[src/rtl/parking_meter.sv]
// Parking bay meter: counts rising edges of the divider output as seconds,
// accumulates a per-started-unit fee, and holds the result for billing.
module parking_meter #(
  parameter int unsigned kUnitSec  = 3600,
  parameter int unsigned kRate     = 5,
  parameter int unsigned kFeeMax   = 999,
  parameter int unsigned kBillHold = 30
) (
  input  logic        clk,
  input  logic        rst_n,
  input  logic        tick_in,
  input  logic        car_in,
  input  logic        car_out,
  input  logic        paid,
  output logic [1:0]  state,
  output logic        occupied,
  output logic        bill_valid,
  output logic [15:0] elapsed,
  output logic [9:0]  fee
);

  typedef enum logic [1:0] {
    IDLE   = 2'd0,
    PARKED = 2'd1,
    BILL   = 2'd2
  } state_t;

  localparam logic [15:0] kUnitLast = 16'(kUnitSec - 1);
  localparam logic [15:0] kHoldLast = 16'(kBillHold - 1);
  localparam logic [10:0] kRate11   = 11'(kRate);
  localparam logic [10:0] kFeeMax11 = 11'(kFeeMax);

  state_t      r_state, w_state_nx;
  logic        r_tick_d;
  logic [15:0] r_elapsed, w_elapsed_nx;
  logic [15:0] r_unit_cnt, w_unit_nx;
  logic [15:0] r_hold_cnt, w_hold_nx;
  logic [9:0]  r_fee, w_fee_nx;

  logic        w_tick;
  logic [10:0] w_fee_sum;
  logic [9:0]  w_fee_add;
  logic [15:0] w_elapsed_inc;

  assign w_tick        = tick_in & ~r_tick_d;
  // 11-bit sum so the ceiling compare never sees a wrapped value
  assign w_fee_sum     = {1'b0, r_fee} + kRate11;
  assign w_fee_add     = (w_fee_sum > kFeeMax11) ? kFeeMax11[9:0] : w_fee_sum[9:0];
  assign w_elapsed_inc = (r_elapsed == 16'hFFFF) ? r_elapsed : r_elapsed + 16'd1;

  always_ff @(posedge clk or negedge rst_n) begin
    if (!rst_n) begin
      r_state    <= IDLE;
      r_tick_d   <= 1'b0;
      r_elapsed  <= '0;
      r_unit_cnt <= '0;
      r_hold_cnt <= '0;
      r_fee      <= '0;
    end else begin
      r_state    <= w_state_nx;
      r_tick_d   <= tick_in;
      r_elapsed  <= w_elapsed_nx;
      r_unit_cnt <= w_unit_nx;
      r_hold_cnt <= w_hold_nx;
      r_fee      <= w_fee_nx;
    end
  end

  always_comb begin
    w_state_nx   = r_state;
    w_elapsed_nx = r_elapsed;
    w_unit_nx    = r_unit_cnt;
    w_hold_nx    = r_hold_cnt;
    w_fee_nx     = r_fee;
    case (r_state)
      IDLE: begin
        if (car_in) begin
          w_state_nx   = PARKED;
          w_elapsed_nx = '0;
          w_unit_nx    = '0;
          w_fee_nx     = 10'(kRate);
        end
      end
      PARKED: begin
        // a tick coinciding with car_out is still billed
        if (w_tick) begin
          w_elapsed_nx = w_elapsed_inc;
          if (r_unit_cnt == kUnitLast) begin
            w_unit_nx = '0;
            w_fee_nx  = w_fee_add;
          end else begin
            w_unit_nx = r_unit_cnt + 16'd1;
          end
        end
        if (car_out) begin
          w_state_nx = BILL;
          w_hold_nx  = '0;
        end
      end
      BILL: begin
        if (car_in) begin
          w_state_nx   = PARKED;
          w_elapsed_nx = '0;
          w_unit_nx    = '0;
          w_fee_nx     = 10'(kRate);
        end else if (paid) begin
          w_state_nx = IDLE;
        end else if (w_tick) begin
          if (r_hold_cnt == kHoldLast) begin
            w_state_nx = IDLE;
          end else begin
            w_hold_nx = r_hold_cnt + 16'd1;
          end
        end
      end
      default: w_state_nx = IDLE;
    endcase
  end

  assign state      = r_state;
  assign occupied   = (r_state == PARKED);
  assign bill_valid = (r_state == BILL);
  assign elapsed    = r_elapsed;
  assign fee        = r_fee;

endmodule

[config.mk]
export PLATFORM = sky130hd
export DESIGN_NAME = parking_meter
export DESIGN_NICKNAME = d
export VERILOG_FILES = /design/src/rtl/parking_meter.sv
export SDC_FILE = /design/constraint.sdc
export NUM_CORES = 1
export LEC_CHECK = 0
export ABC_CLOCK_PERIOD_IN_PS = 4500
export CAP_MARGIN = 30
export CORE_MARGIN = 3
export CORE_UTILIZATION = 60
export CTS_CLUSTER_SIZE = 25
export DETAILED_ROUTE_END_ITERATION = 12
export PLACE_DENSITY = 0.84
export SLEW_MARGIN = 10
export SYNTH_ARGS = -nofsm -noshare
export SYNTH_HDL_FRONTEND = slang
export SYNTH_SLANG_ARGS = --single-unit
[constraint.sdc]
create_clock -name clk -period 4.5 [get_ports clk]
set_input_delay 1.35 -clock clk [delete_from_list [all_inputs] [get_ports clk]]
set_output_delay 1.35 -clock clk [all_outputs]
set_load 0.02 [all_outputs]
== Word level (Yosys, flattened, before mapping) ==
Cells that the tools add are included.
Storage, ports and cells
  input port bits: 6
  register bits after elaboration: 61
  output and inout port bits: 30
  word-level logic and storage cells: 64
Operators by class
  eq/ne operators: 17
  bitwise operators: 2
  order comparisons: 1
  reduce and logical (&&, ||, !) cells: 9
  multiplexer cells: 25
  add/sub/neg operators: 4
Operator list (number)
  $mux W16: 10
  $pmux W16 S2: 3
  $add A16 B1 Y16 const B: 3
  $mux W10: 4
  $pmux W10 S2: 1
  $eq A16 B12 Y1 const B: 1
  $eq A16 B16 Y1 const B: 1
  $eq A16 B5 Y1 const B: 1
  $mux W2: 6
  $ne A2 B2 Y1 const B: 6
  $reduce_and A4 Y1: 3
  $add A10 B3 Y11 const B: 1
  $gt A11 B10 Y1 const B: 1
  $ne A2 B1 Y1 const B: 4
  $ne A4 B3 Y1 const B: 2
  $pmux W2 S3: 1
  $reduce_and A6 Y1: 1
  $reduce_bool A2 Y1: 2
  $reduce_and A3 Y1: 1
  $eq A2 B1 Y1 const B: 1
  $eq A2 B2 Y1 const B: 1
  $logic_not A2 Y1: 1
  $reduce_or A2 Y1: 1
  $and A1 B1 Y1: 1
  $not A1 Y1: 1

== Logic depth before layout (Yosys ltp) ==
Gate-level depths: netlist of the first run.
  word-level depth: 6
  gate-level depth with buffers: 9
  mapped depth without buffers: 8

== Worst setup path after synthesis of the first run ==
No wires, ideal clock.
  path kind: input-to-reg
  from: input car_in
  to: register r_hold_cnt[7]
  path buffers: 2
  data required time: 4368 ps
  stages on the path: 7
  path slack: 1883 ps
  setup time: 132 ps
  arrival time: 2486 ps
  path through: nor2b_1 > buf_2 > and2_1 > buf_2 > nor4_2 > xnor2_1 > nor2_1
On the way
  longest elaborated chain between the ends: 2
Ends and longest elaborated chain
  start: declaration: RTL line 12  | input logic car_in,
  $ne A2 B2 Y1 (no line)
  $reduce_and A6 Y1 (no line)
  end signal: assignment: RTL line 64  | r_hold_cnt <= w_hold_nx;
  end: declaration: RTL line 37  | logic [15:0] r_hold_cnt, w_hold_nx;
No other way between the ends.
A chain may end at the register's enable or synchronous reset.

== Worst setup path in the final report of the first run ==
  from: register r_state[0], in the netlist state[0]
  to: output bill_valid
On the way
  longest elaborated chain between the ends: 1
Ends and longest elaborated chain
  start: declaration: RTL line 33  | state_t r_state, w_state_nx;
  start signal: assignment: RTL line 60  | r_state <= w_state_nx;
  $eq A2 B2 Y1: RTL line 122  | assign bill_valid = (r_state == BILL);
  end: declaration: RTL line 17  | output logic bill_valid,
No other way between the ends.

==> key figures, run 1 <==
Outcome
  – Status: finished clean

Timing
  – RSZ-0062 raised after global routing: false
  – Count of pins over their slew limit: 0
  – FMAX: around 310 MHz
  – Worst Clk Skew: 0.0105 ns
  – Worst-margin pin slew: between 0.8 and 0.9 ns
  – Setup TNS Final: 0 ns
  – Post-route minimum period: 3.21 ns
  – Final Hold Vio Count: 0
  – Post-route clock period utilization: 0.713
  – Final setup violation count: 0
  – Rel. slew slack: 0.419

Yosys
  – Synth Area per Inst: 9.39 um^2
  – Register area share after synthesis: 0.438
  – Syn Inst Count: between 300 and 400
  – Ys async rst share: 1.00
  – Post-synth net total: 383
  – EDFF count, synth: 0
  – Dominant cells by area after synthesis: dfrtp_1 44%, xnor2_1 6.0%, nor2_1 5.7%
  – Synth unique cells: a little under 60
  – Cell Area, Synth: 3480 um^2
  – Yosys top cell area share: 0.438
  – Cell taking the most area after synthesis: dfrtp_1
  – Synth Flop Type: dfrtp_1
  – Synth Register Bits: just over 60
  – Yosys warns: 0

Clock network
  – Clk root buf: clkbuf_8
  – CTS tree: yes
  – Hold buffers post-CTS: 0
  – CTS sink count: roughly 60
  – Worst skew pair latency: between 0.3 and 0.4 ns
  – Post-CTS resize count: 0
  – Setup Buffers After CTS: 0
  – Max H-tree Level: 3
  – Clock-pin transition on the worst setup and hold timing paths: roughly 0.070 ns
  – CTS buffer count: 9
  – CTS Buffer Depth: 2

Job
  – Max-Cap Viols: 0

Critical path
  – CP Max Fanout: 10
  – Biggest cell delay along the critical path: between 0.5 and 0.6 ns
  – CP Data Required Time: between 3 and 4 ns
  – Worst setup SP type: flop
  – Reg2reg setup slack: a little over 2 ns
  – Worst-path cell chain: nand2b_1, inv_1, clkdlybuf4s50_1
  – Setup crit end kind: output port
  – Crit path DAT: between 1.5 and 2 ns
  – Critical path class: flop to output port
  – Slowest-stage cell, CP: clkdlybuf4s50_1

Pwr
  – Max VDD drop: approximately 250 uV
  – Part of the power in combinational logic: 0.171
  – P_leak: approximately 1.7 nW
  – Flop pwr share: 0.435
  – Pwr/cell area: about 340 nW/um^2
  – Total power: around 1.4 mW
  – Internal Dissipation: 0.989 mW
  – Clock Power Share: 0.394
  – Net Switching: 0.420 mW
  – Switching Fraction: 0.298

Min path
  – Hold WC Path Type: flop to flop

Global routing
  – GRT Total Usage: 0.261
  – Total grt overflow: 0
  – Wire length of the first global-routing pass: between 10 and 15 mm
  – Largest net degree at the start of global routing: 35
  – Vias in the first global route: 2972
  – Antenna violations before repair: 0

Die
  – Row count: 27
  – Core area: about 5600 um^2
  – Initial Utilization: 0.625
  – I/O pin count: 36
  – Die area: a little under 7000 um^2
  – Die span in x: 82.2 um
  – Die Height: ~82 um

Route
  – Overall routed net length: 7.96 mm
  – DRC: 0
  – DR pass1 iterations: 4
  – Post-route ant nets: 0
  – WL/cell: 16.3 um
  – 1st-iter DRT viols: between 150 and 200
  – DR vias/cell: 6.22
  – DR vias: ~3000

Finish
  – Commonest non-fill, non-tap cell in the layout: dfrtp_1
  – P&R area growth vs syn: 18.6%
  – Antenna cell count: 0
  – Share of cells above drive strength 1: 0.0938
  – # nets final: 423
  – Most frequent cells in the layout: 61 x dfrtp_1, 53 x nor2_1, 34 x clkdlybuf4s50_1, 33 x nand2_1, 24 x xnor2_1

Placement
  – PortBufs: 35
  – Final HPWL from detailed placement: roughly 5.3 mm
  – Routability cong.: 0.904
==> cell families after synthesis <==
family	share of synthesized area
DFF	0.438
xor gates and xnor gates	0.0905
AOI/OAI and AO/OA	0.112
and+or+nand+nor	0.301
muxes	0.00898
adders and majority gates	0.0216
buffers and inverters	0.0273
==> flip-flops by register name, summed over array words and instances (netlist names) <==
| register | cells |
|---|---|
| r_hold_cnt | 16 |
| r_tick_d | 1 |
| fee | 10 |
| r_unit_cnt | 16 |
| elapsed | 16 |
| state | 2 |
==> cell type report <==
class                           count  area [um^2]
Inverter                            9         33.8
Clock buffer                       10          138
Sequential cell                    61         1530
Timing Repair Buffer               40          395
Clock inverter                      6         86.3
Fill cell                         391         1440
Multi-Input combinational cell    290         1860
Tap cell                           72         90.1
==> cell usage after synthesis, drive strengths merged (2+ instances only) <==
cell / instances
and4: 4
ha: 6
o41ai: 2
a22o: 5
nor4bb: 2
nor3: 17
nand4: 10
mux2i: 2
o2111ai: 2
dfrtp: 61
inv: 9
o21ai: 11
nand3: 23
a41oi: 2
clkbuf: 2
xor2: 12
buf: 9
a21o: 4
o31ai: 2
nor2: 54
nor3b: 3
a31oi: 5
a21oi: 12
nor4b: 5
nor4: 11
or2: 2
nand2b: 6
nor2b: 5
and2: 4
nand2: 33
and3: 6
xnor2: 24
==> power by group through the flow <==
stage	Sequential, mW	Combinational [mW]	Clock (mW)
CTS	0.612	0.241	0.559
floorplan	0.624	0.145	0
global route	0.618	0.264	0.583
detailed placement	0.623	0.240	0
finish	0.613	0.241	0.555
global placement	0.621	0.234	0
==> worst max-delay path: cells and delay by family (launching register included) <==
kind | cells | cell delay (ns)
simple gates | 1 | 0.32
flops | 1 | 0.52
buf+inv | 2 | 0.68
==> through the flow <==
step                setup slack (ns)  instance area [um^2]  instances  hold WS [ns]  utilization
floorplan                       1.88                  3480        371         0.473            -
global placement                1.09                  3890        471         0.496        0.697
detailed placement             0.980                  3910        472         0.514        0.701
CTS                             1.29                  4130        488         0.529        0.741
global route                    1.20                  4130        488         0.567        0.741
finish                          1.29                  4130        488         0.530        0.741
==> layer usage <==
layer  vias up  GRT usage  wire (um)
li1       1412          -          -
met1      1490      0.338       3510
met2       114      0.410       3780
met3        18     0.0510        465
met4         0      0.141        206
met5         -          0          0
==> worst paths after layout <==
path / start / end / cells after the start
max in group asynchronous: rst_n / r_unit_cnt[11] / 3
max reg2reg: state[0] / r_hold_cnt[12] / 7
min: r_unit_cnt[0] / r_unit_cnt[0] / 1
max: state[0] / bill_valid / 3
min reg2reg: r_unit_cnt[0] / r_unit_cnt[0] / 1
min in group asynchronous: rst_n / fee[3] / 1
Power figures use the tool's default switching activity.
==> run 2, diff against run 1 <==
ABC_CLOCK_PERIOD_IN_PS = 2700   (was 4500)
CORE_UTILIZATION = 51   (was 60)
PLACE_DENSITY = 0.76   (was 0.84)
clock period = 2.7 ns   (was 4.5 ns; I/O delays follow)
==> key figures, run 2 (synthesis results as in run 1) <==
Outcome
  – Status: finished clean

Route
  – Post-route ant nets: 0
  – Met1 WL: between 3 and 4 mm
  – DR vias: 2942
  – Overall routed net length: ~7.9 mm
  – 1st-iter DRT viols: ~130
  – DRC: 0
  – DR vias/cell: 5.87
  – DR pass1 iterations: 4
  – Max layer used: met4
  – WL/cell: ~16 um
  – Routed wl met2: ~4.0 mm
  – Metal3 WL: 312 um

Die
  – Die Height: just under 90 um
  – I/O pin count: 36
  – Row count: 29
  – Core area: about 6500 um^2
  – Die area: about 8000 um^2
  – Initial Utilization: 0.536
  – Die span in x: between 80 and 90 um

Clock network
  – Clock-pin transition on the worst setup and hold timing paths: ~0.070 ns
  – Max H-tree Level: 3
  – Clk root buf: clkbuf_8
  – Worst skew pair latency: between 0.3 and 0.4 ns
  – CTS Buffer Depth: 2
  – CTS buffer count: 9
  – CTS sink count: 61
  – CTS tree: yes

Timing
  – Worst Clk Skew: around 0.012 ns
  – Post-route minimum period: roughly 2.6 ns
  – Final Hold Vio Count: 0
  – FMAX: 387 MHz
  – Setup TNS Final: 0 ns
  – Final setup violation count: 0
  – Worst-margin pin slew: just under 0.8 ns
  – Post-route clock period utilization: 0.957
  – Rel. slew slack: 0.478
  – Count of pins over their slew limit: 0
  – RSZ-0062 raised after global routing: false

Finish
  – Most frequent cells in the layout: 60 x dfrtp_1, 53 x nor2_1, 34 x clkdlybuf4s50_1, 33 x nand2_1, 24 x xnor2_1
  – Fin cells: ~500
  – Share of cells above drive strength 1: 0.116
  – Flip-flop and latch area: roughly 1500 um^2
  – Commonest non-fill, non-tap cell in the layout: dfrtp_1
  – P&R area growth vs syn: 19.9%
  – # nets final: ~430
  – Area of the multi-input gates: around 1900 um^2
  – Filler cells: around 530
  – Antenna cell count: 0

Global routing
  – Largest net degree at the start of global routing: 62
  – Vias in the first global route: 2907
  – Wire length of the first global-routing pass: roughly 14 mm
  – Antenna violations before repair: 0
  – GRT Total Usage: 0.225
  – Total grt overflow: 0

Placement
  – Placed cells: slightly below 500
  – Final HPWL from detailed placement: ~5.4 mm
  – PortBufs: 35
  – Routability cong.: approximately 0.9

Min path
  – Hold WC Path Type: flop to flop
  – Hold depth: 1

Critical path
  – Setup crit end kind: output port
  – Critical path class: flop to output port
  – Crit path DAT: around 1.8 ns
  – CP Data Required Time: about 1.9 ns
  – Worst setup SP type: flop
  – FF-to-FF path depth: 8
  – CP Max Fanout: 10

Job
  – Max-Cap Viols: 0

Pwr
  – P_leak: between 1.5 and 2 nW
  – Total power: ~2.3 mW
  – Pwr/cell area: roughly 550 nW/um^2
  – Max VDD drop: ~310 uV
[run 2: cell type report]
type | instances | area share
Multi-Input combinational cell | 290 | 0.446
Tap cell | 77 | 0.0231
Sequential cell | 61 | 0.366
Clock inverter | 5 | 0.0141
Timing Repair Buffer | 48 | 0.106
Clock buffer | 11 | 0.0363
Inverter | 9 | 0.00809
[run 2: routing by layer]
layer / vias to the layer above / global-route usage
li1: 1427 / -
met4: 0 / 0.0769
met5: - / 0
met2: 66 / 0.376
met3: 10 / 0.0540
met1: 1439 / 0.285
[run 2: critical path, cell delays in order (launching register included)]
cell	delay, ns
dfrtp_2	0.48
nand2b_2	0.25
inv_1	0.09
clkdlybuf4s50_1	0.60
[run 2: repair_timing]
item	in CTS	in global routing
buffers inserted	0	0
hold buffers	0	0
endpoints found under the setup margin	0	1
gates resized for setup	0	2
[run 2: stage by stage]
step | hold slack (ns) | setup WS (ns) | instance area (um^2) | utilization
3_3_place_gp | 0.501 | 0.0689 | 3960 | 0.610
3_5_place_dp | 0.524 | 0.0211 | 3960 | 0.610
2_1_floorplan | 0.473 | 0.552 | 3480 | -
5_1_grt | 0.584 | 0.0555 | 4170 | 0.643
4_1_cts | 0.545 | 0.0235 | 4170 | 0.642
6_report | 0.541 | 0.116 | 4170 | 0.643
[run 2: worst paths after layout]
path                                     start  slack (ns)              to
worst max-delay path                  state[0]        0.12      bill_valid
worst min-delay path            r_unit_cnt[14]        0.54  r_unit_cnt[14]
worst max register to register          fee[0]        0.38          fee[2]
worst min register to register  r_unit_cnt[14]        0.54  r_unit_cnt[14]
max in group asynchronous                rst_n        1.52        state[0]
min in group asynchronous                rst_n        0.60   r_hold_cnt[2]
[run 2: report_power, final]
part,switching (mW),internal (mW)
Combinational,0.246,0.166
Clock,0.381,0.476
Sequential,0.0709,0.951
Total,0.698,1.59
==> run 3, diff against run 2 <==
PLACE_DENSITY = 0.87   (was 0.76)
==> key figures, run 3 (synthesis results as in run 1) <==
Placement
  – Routability cong.: between 0.9 and 1
  – DP Area: about 4000 um^2
  – PortBufs: 35
  – Final HPWL from detailed placement: between 5 and 6 mm

Clock network
  – Post-CTS resize count: 0
  – CTS sink count: just over 60
  – Hold buffers post-CTS: 0
  – Max H-tree Level: 3
  – Clock-pin transition on the worst setup and hold timing paths: roughly 0.070 ns
  – CTS buffer count: 9
  – Clk root buf: clkbuf_8
  – Worst skew pair latency: 0.35 ns
  – Setup Buffers After CTS: 0
  – CTS Buffer Depth: 2
  – CTS tree: yes

Finish
  – Antenna cell count: 0
  – Share of cells above drive strength 1: 0.113
  – Commonest non-fill, non-tap cell in the layout: dfrtp_1
  – P&R area growth vs syn: 21.7%
  – # nets final: 432
  – Most frequent cells in the layout: 61 x dfrtp_1, 53 x nor2_1, 34 x clkdlybuf4s50_1, 33 x nand2_1, 24 x xnor2_1
  – Final instance area: between 4000 and 5000 um^2

Pwr
  – Switching Fraction: 0.292
  – Internal Dissipation: about 1.7 mW
  – Part of the power in combinational logic: 0.179
  – Flop pwr share: 0.426
  – Max VDD drop: between 200 and 300 uV
  – Pwr/cell area: approximately 570 nW/um^2
  – P_leak: roughly 1.8 nW
  – Clock Power Share: 0.394
  – Net Switching: 0.702 mW

Die
  – Initial Utilization: 0.536
  – Die area: just under 8000 um^2
  – Die span in x: 88.6 um
  – Die Height: around 89 um
  – Core area: around 6500 um^2
  – I/O pin count: 36
  – Row count: 29

Global routing
  – Antenna violations before repair: 0
  – Wire length of the first global-routing pass: 13.6 mm
  – Total grt overflow: 0
  – Largest net degree at the start of global routing: 44
  – Vias in the first global route: approximately 3000
  – GRT Total Usage: 0.222

Route
  – DR vias/cell: 5.97
  – DR pass1 iterations: 4
  – DRC: 0
  – WL/cell: 15.7 um
  – 1st-iter DRT viols: 141
  – Overall routed net length: about 8 mm
  – Post-route ant nets: 0
  – DR vias: 2999

Critical path
  – Crit path DAT: roughly 1.8 ns
  – Worst setup SP type: flop
  – Critical path class: flop to output port
  – Setup crit end kind: output port
  – CP Max Fanout: 10
  – CP Data Required Time: ~1.9 ns

Timing
  – Worst Clk Skew: roughly 0.0055 ns
  – Worst-margin pin slew: 0.450 ns
  – Setup TNS Final: 0 ns
  – Final Hold Vio Count: 0
  – FMAX: 381 MHz
  – Final setup violation count: 0
  – Rel. slew slack: 0.700
  – Post-route clock period utilization: 0.973
  – Count of pins over their slew limit: 0
  – RSZ-0062 raised after global routing: false
  – Post-route minimum period: roughly 2.6 ns

Job
  – Max-Cap Viols: 0

Outcome
  – Status: finished clean

Min path
  – Hold WC Path Type: input port to async pin
[run 3: cell types whose count changed in the layout (fill, tap and decap cells not counted), sizes merged]
cell / previous run / this run
clkinv: 2 / 0
buf: 14 / 15
bufinv: 1 / 2
clkinvlp: 2 / 3
[run 3: area by class of cell]
cell class                 count  area (um^2)
clock buffer                  11          151
clock inverter                 5         82.6
fill                         501         2260
inverter                       9         33.8
multi-input combinational    290         1860
sequential                    61         1530
tap                           77         96.3
timing repair buffer          49          488
[run 3: through the flow]
stage / setup slack [ns] / power (mW) / util / instances / hold WS (ns)
after CTS: 0.0409 / 2.42 / 0.653 / 502 / 0.396
after detailed placement: 0.00557 / 1.47 / 0.617 / 486 / 0.517
final: 0.0735 / 2.40 / 0.653 / 502 / 0.400
after floorplan: 0.552 / 1.28 / - / 371 / 0.473
after global placement: 0.0543 / 1.46 / 0.617 / 486 / 0.494
after global routing: 0.000135 / 2.52 / 0.653 / 502 / 0.421
[run 3: metal layers]
| metal | vias to the layer above | wire length (um) | global-route usage | part of all wire |
|---|---|---|---|---|
| met2 | 73 | 3950 | 0.356 | 0.50 |
| li1 | 1423 | - | - | - |
| met1 | 1490 | 3530 | 0.285 | 0.45 |
| met4 | 0 | 155 | 0.121 | 0.020 |
| met5 | - | 0 | 0 | 0 |
| met3 | 13 | 267 | 0.0391 | 0.034 |
[run 3: worst paths after layout]
kind | cells after the start | startpoint | end | slack, ns
max in group asynchronous | 2 | rst_n | r_unit_cnt[5] | 1.72
min in group clk | 1 | r_unit_cnt[14] | r_unit_cnt[14] | 0.53
worst max register to register | 8 | fee[0] | fee[2] | 0.37
worst min register to register | 1 | r_unit_cnt[14] | r_unit_cnt[14] | 0.53
worst min-delay path | 1 | rst_n | r_hold_cnt[8] | 0.40
worst max-delay path | 3 | state[0] | bill_valid | 0.07
[run 3: power by group through the flow]
| stage | sequential (mW) | combinational [mW] | clock (mW) |
|---|---|---|---|
| 2_1_floorplan | 1.04 | 0.241 | 0 |
| 5_1_grt | 1.03 | 0.472 | 1.01 |
| 3_3_place_gp | 1.04 | 0.422 | 0 |
| 4_1_cts | 1.02 | 0.433 | 0.967 |
| 3_5_place_dp | 1.04 | 0.430 | 0 |
| 6_report | 1.03 | 0.431 | 0.948 |
[run 3: critical path: stages (launching register included)]
cell and delay [ns]:
dfrtp_1 0.50, nand2b_1 0.29, inv_1 0.08, clkdlybuf4s50_1 0.59
==> RTL change 1, RTL diff (settings of run 2) <==
Make the reset (`rst_n`) synchronous in one clocked block.
--- a/src/rtl/parking_meter.sv
+++ b/src/rtl/parking_meter.sv
@@ -49,5 +49,5 @@
   assign w_elapsed_inc = (r_elapsed == 16'hFFFF) ? r_elapsed : r_elapsed + 16'd1;
 
-  always_ff @(posedge clk or negedge rst_n) begin
+  always_ff @(posedge clk) begin
     if (!rst_n) begin
       r_state    <= IDLE;
Function: differs if rst_n is asserted again (counterexample within 4 cycles, from zero or initial values and one cycle with rst_n low); with rst_n held inactive, the same outputs for 10 cycles.
==> RTL change 1 against run 2 <==
Fmax up 6.5%. Area after synthesis down 10%. Routed wire length down 9.2%. Sequential cell count unchanged. Clock skew down 5.6 ps. Die area down 9.4%. Design area down 7.5%. Critical path type unchanged. Hold slack worse by 33 ps. Setup slack better by 160 ps. First-iteration DRC count up 29%.
Power is not compared: it rests on default switching activity, and its combinational part moved more than twofold at a synthesized area within 25%.
==> RTL change 1: results (changes against run 2) <==
Synth
  • Post-synth net total: 406 (+6.0%)
  • Ys async rst share: 0 (-1.00)
  • Yosys cell types: 48 (-19%)
  • Leading post-synthesis cells by cell area: dfxtp_1 39%, nor2_1 7.1%, xor2_1 6.4%
  • Top post-synthesis cells by count: 61 x dfxtp_1, 59 x nor2_1, 39 x nand2_1
  • Post-synthesis sequential area ratio: 0.390 (-0.0484)
  • Synth Flop Type: dfxtp_1
  • Synth warn: 0 (unchanged)

Power
  • Clock network power: 878 uW
  • Power per cell area: 507 nW/um^2
  • Leak: ~1.4 nW
  • Sw Ratio: 0.230

Clocking
  • Total CTS buffers: 9 (unchanged)
  • H-Tree Depth: 3 (unchanged)
  • Worst skew pair latency: 330 ps (-20 ps)
  • Clk buf depth: 2 (unchanged)
  • CTS resizes: 0 (unchanged)

Run status
  • Status: complete, no violations

GRT
  • Number of global-route vias before repair: 2728 (-6.2%)
  • Met1 Usage GRT: 0.291 (+0.00630)
  • Top Usage Layer GRT: met2
  • GRT met2 Usage: 0.316 (-0.0602)
  • Largest net degree at the start of global routing: 19 (-69%)
  • Gr usage total: 0.206 (-0.0184)
  • Global-route wire length before repair: 12.4 mm (-10%)
  • Met3 usage: 0.0363 (-0.0177)
  • Initial antenna violation count: 0 (unchanged)

Layout
  • Fill count: 472 (-10%)
  • Share of cells above drive strength 1: 0.0893 (-0.0263)
  • Nets@finish: 456 (+5.8%)

Critical path
  • Reg2reg path depth: 10 (+2)
  • R2R Setup Slk: 400 ps (+20 ps)
  • Crit Path Max Fanout: 6 (-4)
  • Highest cell delay on the worst timing path: 610 ps
  • CP max-delay cell: clkdlybuf4s50_1
  • Arrival @ worst endpoint: 1620 ps (-150 ps)
  • Worst flop-to-flop path startpoint: fee[0]$_SDFFE_PN0P_
  • Reg2reg end: fee[2]$_SDFFE_PN0P_

Timing
  • Clk_skew: 6.80 ps (-5.61 ps)
  • Slew margin rel.: 0.668 (+0.190)

Min path
  • HP Class: reg -> reg
  • Worst hold stages: 2 (+1)
  • Hold_sp: r_hold_cnt[14]$_SDFFE_PN0P_
  • Worst Hold End: r_hold_cnt[14]$_SDFFE_PN0P_

Detailed routing
  • Drt via density: 5.73 (-2.4%)
  • Met3 Wirelength: 337 um (+8.0%)
  • First-pass iteration count of the detailed router: 5 (+1)
  • Routed len/inst: 13.7 um (-13%)
  • WL met2: 3.35 mm (-16%)
  • Metal-1 WL: 3.37 mm (-2.6%)
  • Iter 0 DRT Violations: 162 (+29%)

Place
  • Final HPWL DP: 5.14 mm (-4.0%)
  • Port bufs: 35 (unchanged)
  • Global placement routability congestion: 0.845 (-4.9%)
RTL change 1: cell type report:
class / instances / area (um^2) / area share
tap: 72 / 90.1 / 0.0233
multi-input combinational: 304 / 1790 / 0.464
sequential: 61 / 1220 / 0.316
timing repair buffer: 54 / 493 / 0.128
clock inverter: 5 / 75.1 / 0.0194
inverter: 14 / 52.6 / 0.0136
clock buffer: 10 / 138 / 0.0356
RTL change 1: cell families (layout without fill, tap and decap cells):
group                    after synthesis  count (layout)  synth area share
flip-flops                            61              61             0.390
XOR/XNOR                              33              33            0.0923
AO/OA/AOI/OAI                         71              71             0.142
AND/OR/NAND/NOR                      194             194             0.314
buffers and inverters                 29              83            0.0376
adder cells (fa/ha/maj)                6               6            0.0240
RTL change 1: worst max path at each step:
| stage | start | to | cells past startpoint |
|---|---|---|---|
| final | state[0]$_SDFFE_PN0P_ | occupied | 3 |
| after global routing | fee[0]$_SDFFE_PN0P_ | fee[2]$_SDFFE_PN0P_ | 10 |
| after CTS | state[0]$_SDFFE_PN0P_ | occupied | 3 |
| after detailed placement | tick_in | r_hold_cnt[12]$_SDFFE_PN0P_ | 8 |
| after global placement | tick_in | r_hold_cnt[13]$_SDFFE_PN0P_ | 9 |
| after floorplan | fee[1]$_SDFFE_PN0P_ | fee[5]$_SDFFE_PN0P_ | 9 |
RTL change 1: per-stage QoR:
stage	cell area [um^2]	instances	utilization	hold WS, ps	worst slack, ps
4_1_cts	3860	520	0.677	508	253
3_3_place_gp	3650	505	0.639	480	111
6_report	3860	520	0.677	508	273
5_1_grt	3860	520	0.677	537	142
2_1_floorplan	3130	394	-	458	356
3_5_place_dp	3650	505	0.639	498	81.8
RTL change 1: tightest hold or removal path: cells and delay by family, from the launching register on:
kind	cells	cell delay [ps]
flops	1	330
compound gates	2	140
==> RTL change 2, RTL diff (config.mk and constraints of run 2) <==
Made on the original files. `kUnitSec`: 3600 -> 2048.
--- a/src/rtl/parking_meter.sv
+++ b/src/rtl/parking_meter.sv
@@ -2,5 +2,5 @@
 // accumulates a per-started-unit fee, and holds the result for billing.
 module parking_meter #(
-  parameter int unsigned kUnitSec  = 3600,
+  parameter int unsigned kUnitSec  = 2048,
   parameter int unsigned kRate     = 5,
   parameter int unsigned kFeeMax   = 999,
Check against the original RTL: same outputs for any inputs over 10 cycles, from zero or initial values and one cycle with rst_n low; that may be too few to reach the edited logic, so the function may still have changed.
==> RTL change 2 against run 2 <==
Sequential cell count stayed put. Via count grew 5.9%. Setup slack better by 55 ps. Utilization rose by 0.95 points. Critical path depth is the same. Area after synthesis up 1.8%. Routed wire length rose by 2.8%. Global-route usage is 0.24 points lower. Design area up 2.0%. Total power up 8.3%. Critical path type unchanged. Critical endpoint unchanged. Highest routed layer unchanged.
==> RTL change 2: results (changes against run 2) <==
Place
  • Placed Cells: 502 (+3.5%)
  • Final HPWL DP: 5.65 mm (+5.4%)
  • DP Area: 4030 um^2 (+1.7%)
  • Global placement routability congestion: 0.850 (-4.4%)

Clocking
  • Worst skew pair latency: ~340 ps
  • Clk buf depth: 2 (unchanged)
  • Root Buffer: clkbuf_8
  • Total setup buffers inserted after CTS: 0 (unchanged)

Layout
  • Share of cells above drive strength 1: 0.116 (+0.000343)
  • Nets@finish: 448 (+3.9%)

Run status
  • Status: complete, no violations

Detailed routing
  • Iter 0 DRT Violations: 151 (+20%)
  • Drt via density: 6.03 (+2.7%)
  • Routed len/inst: 15.6 um (-0.41%)
  • First-pass iteration count of the detailed router: 5 (+1)
  • Post-Route WL: 8.08 mm (+2.8%)

GRT
  • Global-route wire length before repair: 13.9 mm (+0.95%)
  • Number of global-route vias before repair: 2906 (-0.034%)
  • Largest net degree at the start of global routing: 42 (-32%)
  • GRT met2 Usage: 0.335 (-0.0409)
  • Met1 Usage GRT: 0.316 (+0.0314)
  • Met3 usage: 0.0433 (-0.0107)
  • Gr usage total: 0.222 (-0.00239)

Synth
  • Adder and majority cell fraction of the synthesized area: 0.0212 (-0.000373)
  • Top post-synthesis cells by count: 61 x dfrtp_1, 46 x nor2_1, 43 x nand2_1
  • Synth Area in XOR/XNOR: 0.0544 (-0.0362)
  • Synth warn: 0 (unchanged)
  • Ys async rst share: 1.00 (unchanged)
  • Yosys cell types: 67 (+14%)
  • Compound-Gate Fraction of Synth Area: 0.162 (+0.0500)
  • Mux contribution to synthesized area: 0.00918 (+0.000198)
  • Post-synth net total: 403 (+5.2%)
  • Leading post-synthesis cells by cell area: dfrtp_1 43%, nor2_1 4.9%, nand2_1 4.6%
  • Post-synthesis sequential area ratio: 0.431 (-0.00758)
  • Post-Syn Area per Cell: 9.06 um^2 (-3.4%)

Critical path
  • Crit Path Max Fanout: 6 (-4)
  • Worst setup path end: bill_valid
  • Reg2reg end: fee[5]$_DFFE_PN0P_
  • Worst flop-to-flop path startpoint: r_unit_cnt[0]$_DFFE_PN0P_
  • Reg2reg path depth: 7 (-1)

Power
  • Maximum VDD drop: 0.363 mV (+18%)
  • Leak: 1.82 nW (+3.7%)

Timing
  • Slew margin rel.: 0.633 (+0.156)
  • Clk_skew: 7.19 ps (-5.21 ps)

Min path
  • HP Class: in -> async
-- RTL change 2: cell count changes in the layout (fill, tap and decap cells not counted), moves of 6 or more --
| cell | change |
|---|---|
| nor2_1 | -7 |
| a21oi_1 | +6 |
| o21ai_0 | +12 |
| o31ai_1 | +7 |
| nand2_1 | +10 |
| xnor2_1 | -13 |
-- RTL change 2: how the worst min path moves through the flow --
stage | startpoint | endpoint | cells past startpoint
6_report | rst_n | r_hold_cnt[1]$_DFFE_PN0P_ | 1
5_1_grt | rst_n | r_hold_cnt[0]$_DFFE_PN0P_ | 1
4_1_cts | rst_n | r_hold_cnt[1]$_DFFE_PN0P_ | 1
3_5_place_dp | r_unit_cnt[13]$_DFFE_PN0P_ | r_unit_cnt[13]$_DFFE_PN0P_ | 1
3_3_place_gp | r_unit_cnt[13]$_DFFE_PN0P_ | r_unit_cnt[13]$_DFFE_PN0P_ | 1
2_1_floorplan | r_unit_cnt[13]$_DFFE_PN0P_ | r_unit_cnt[13]$_DFFE_PN0P_ | 1
-- RTL change 2: cells by family (layout without fill, tap and decap cells) --
kind of cell             after synthesis  after routing
multiplexers                           3              3
flip-flops                            61             61
buffers and inverters                 24             73
XOR/XNOR                              22             22
adder cells (fa/ha/maj)                6              6
AO/OA/AOI/OAI                         85             85
AND/OR/NAND/NOR                      190            190
-- RTL change 2: routing by layer --
| layer | wire [um] | vias up |
|---|---|---|
| met4 | 155 | 0 |
| li1 | - | 1512 |
| met1 | 3820 | 1495 |
| met2 | 3740 | 96 |
| met5 | 0 | - |
| met3 | 371 | 14 |
-- RTL change 2: where the power goes --
| part | total, mW | internal, mW | switching [mW] |
|---|---|---|---|
| Sequential | 1.04 | 0.963 | 0.0803 |
| Combinational | 0.497 | 0.200 | 0.297 |
| Clock | 0.942 | 0.590 | 0.351 |
-- RTL change 2: worst max-delay path, stage by stage (launching register included) --
cell             delay [ps]
dfrtp_1                 450
nand2b_1                260
inv_1                    80
clkdlybuf4s50_1         590
-- RTL change 2: area by class of cell --
type | instances | area, um^2
sequential | 61 | 1530
inverter | 9 | 33.8
fill | 553 | 2270
clock buffer | 12 | 165
tap | 77 | 96.3
timing repair buffer | 49 | 463
multi-input combinational | 306 | 1910
clock inverter | 3 | 67.6
-- RTL change 2: through the flow --
stage,hold slack [ps],worst slack [ps]
floorplan,463,543
global placement,491,62.3
detailed placement,499,45.6
CTS,441,149
global route,448,67.5
finish,425,171
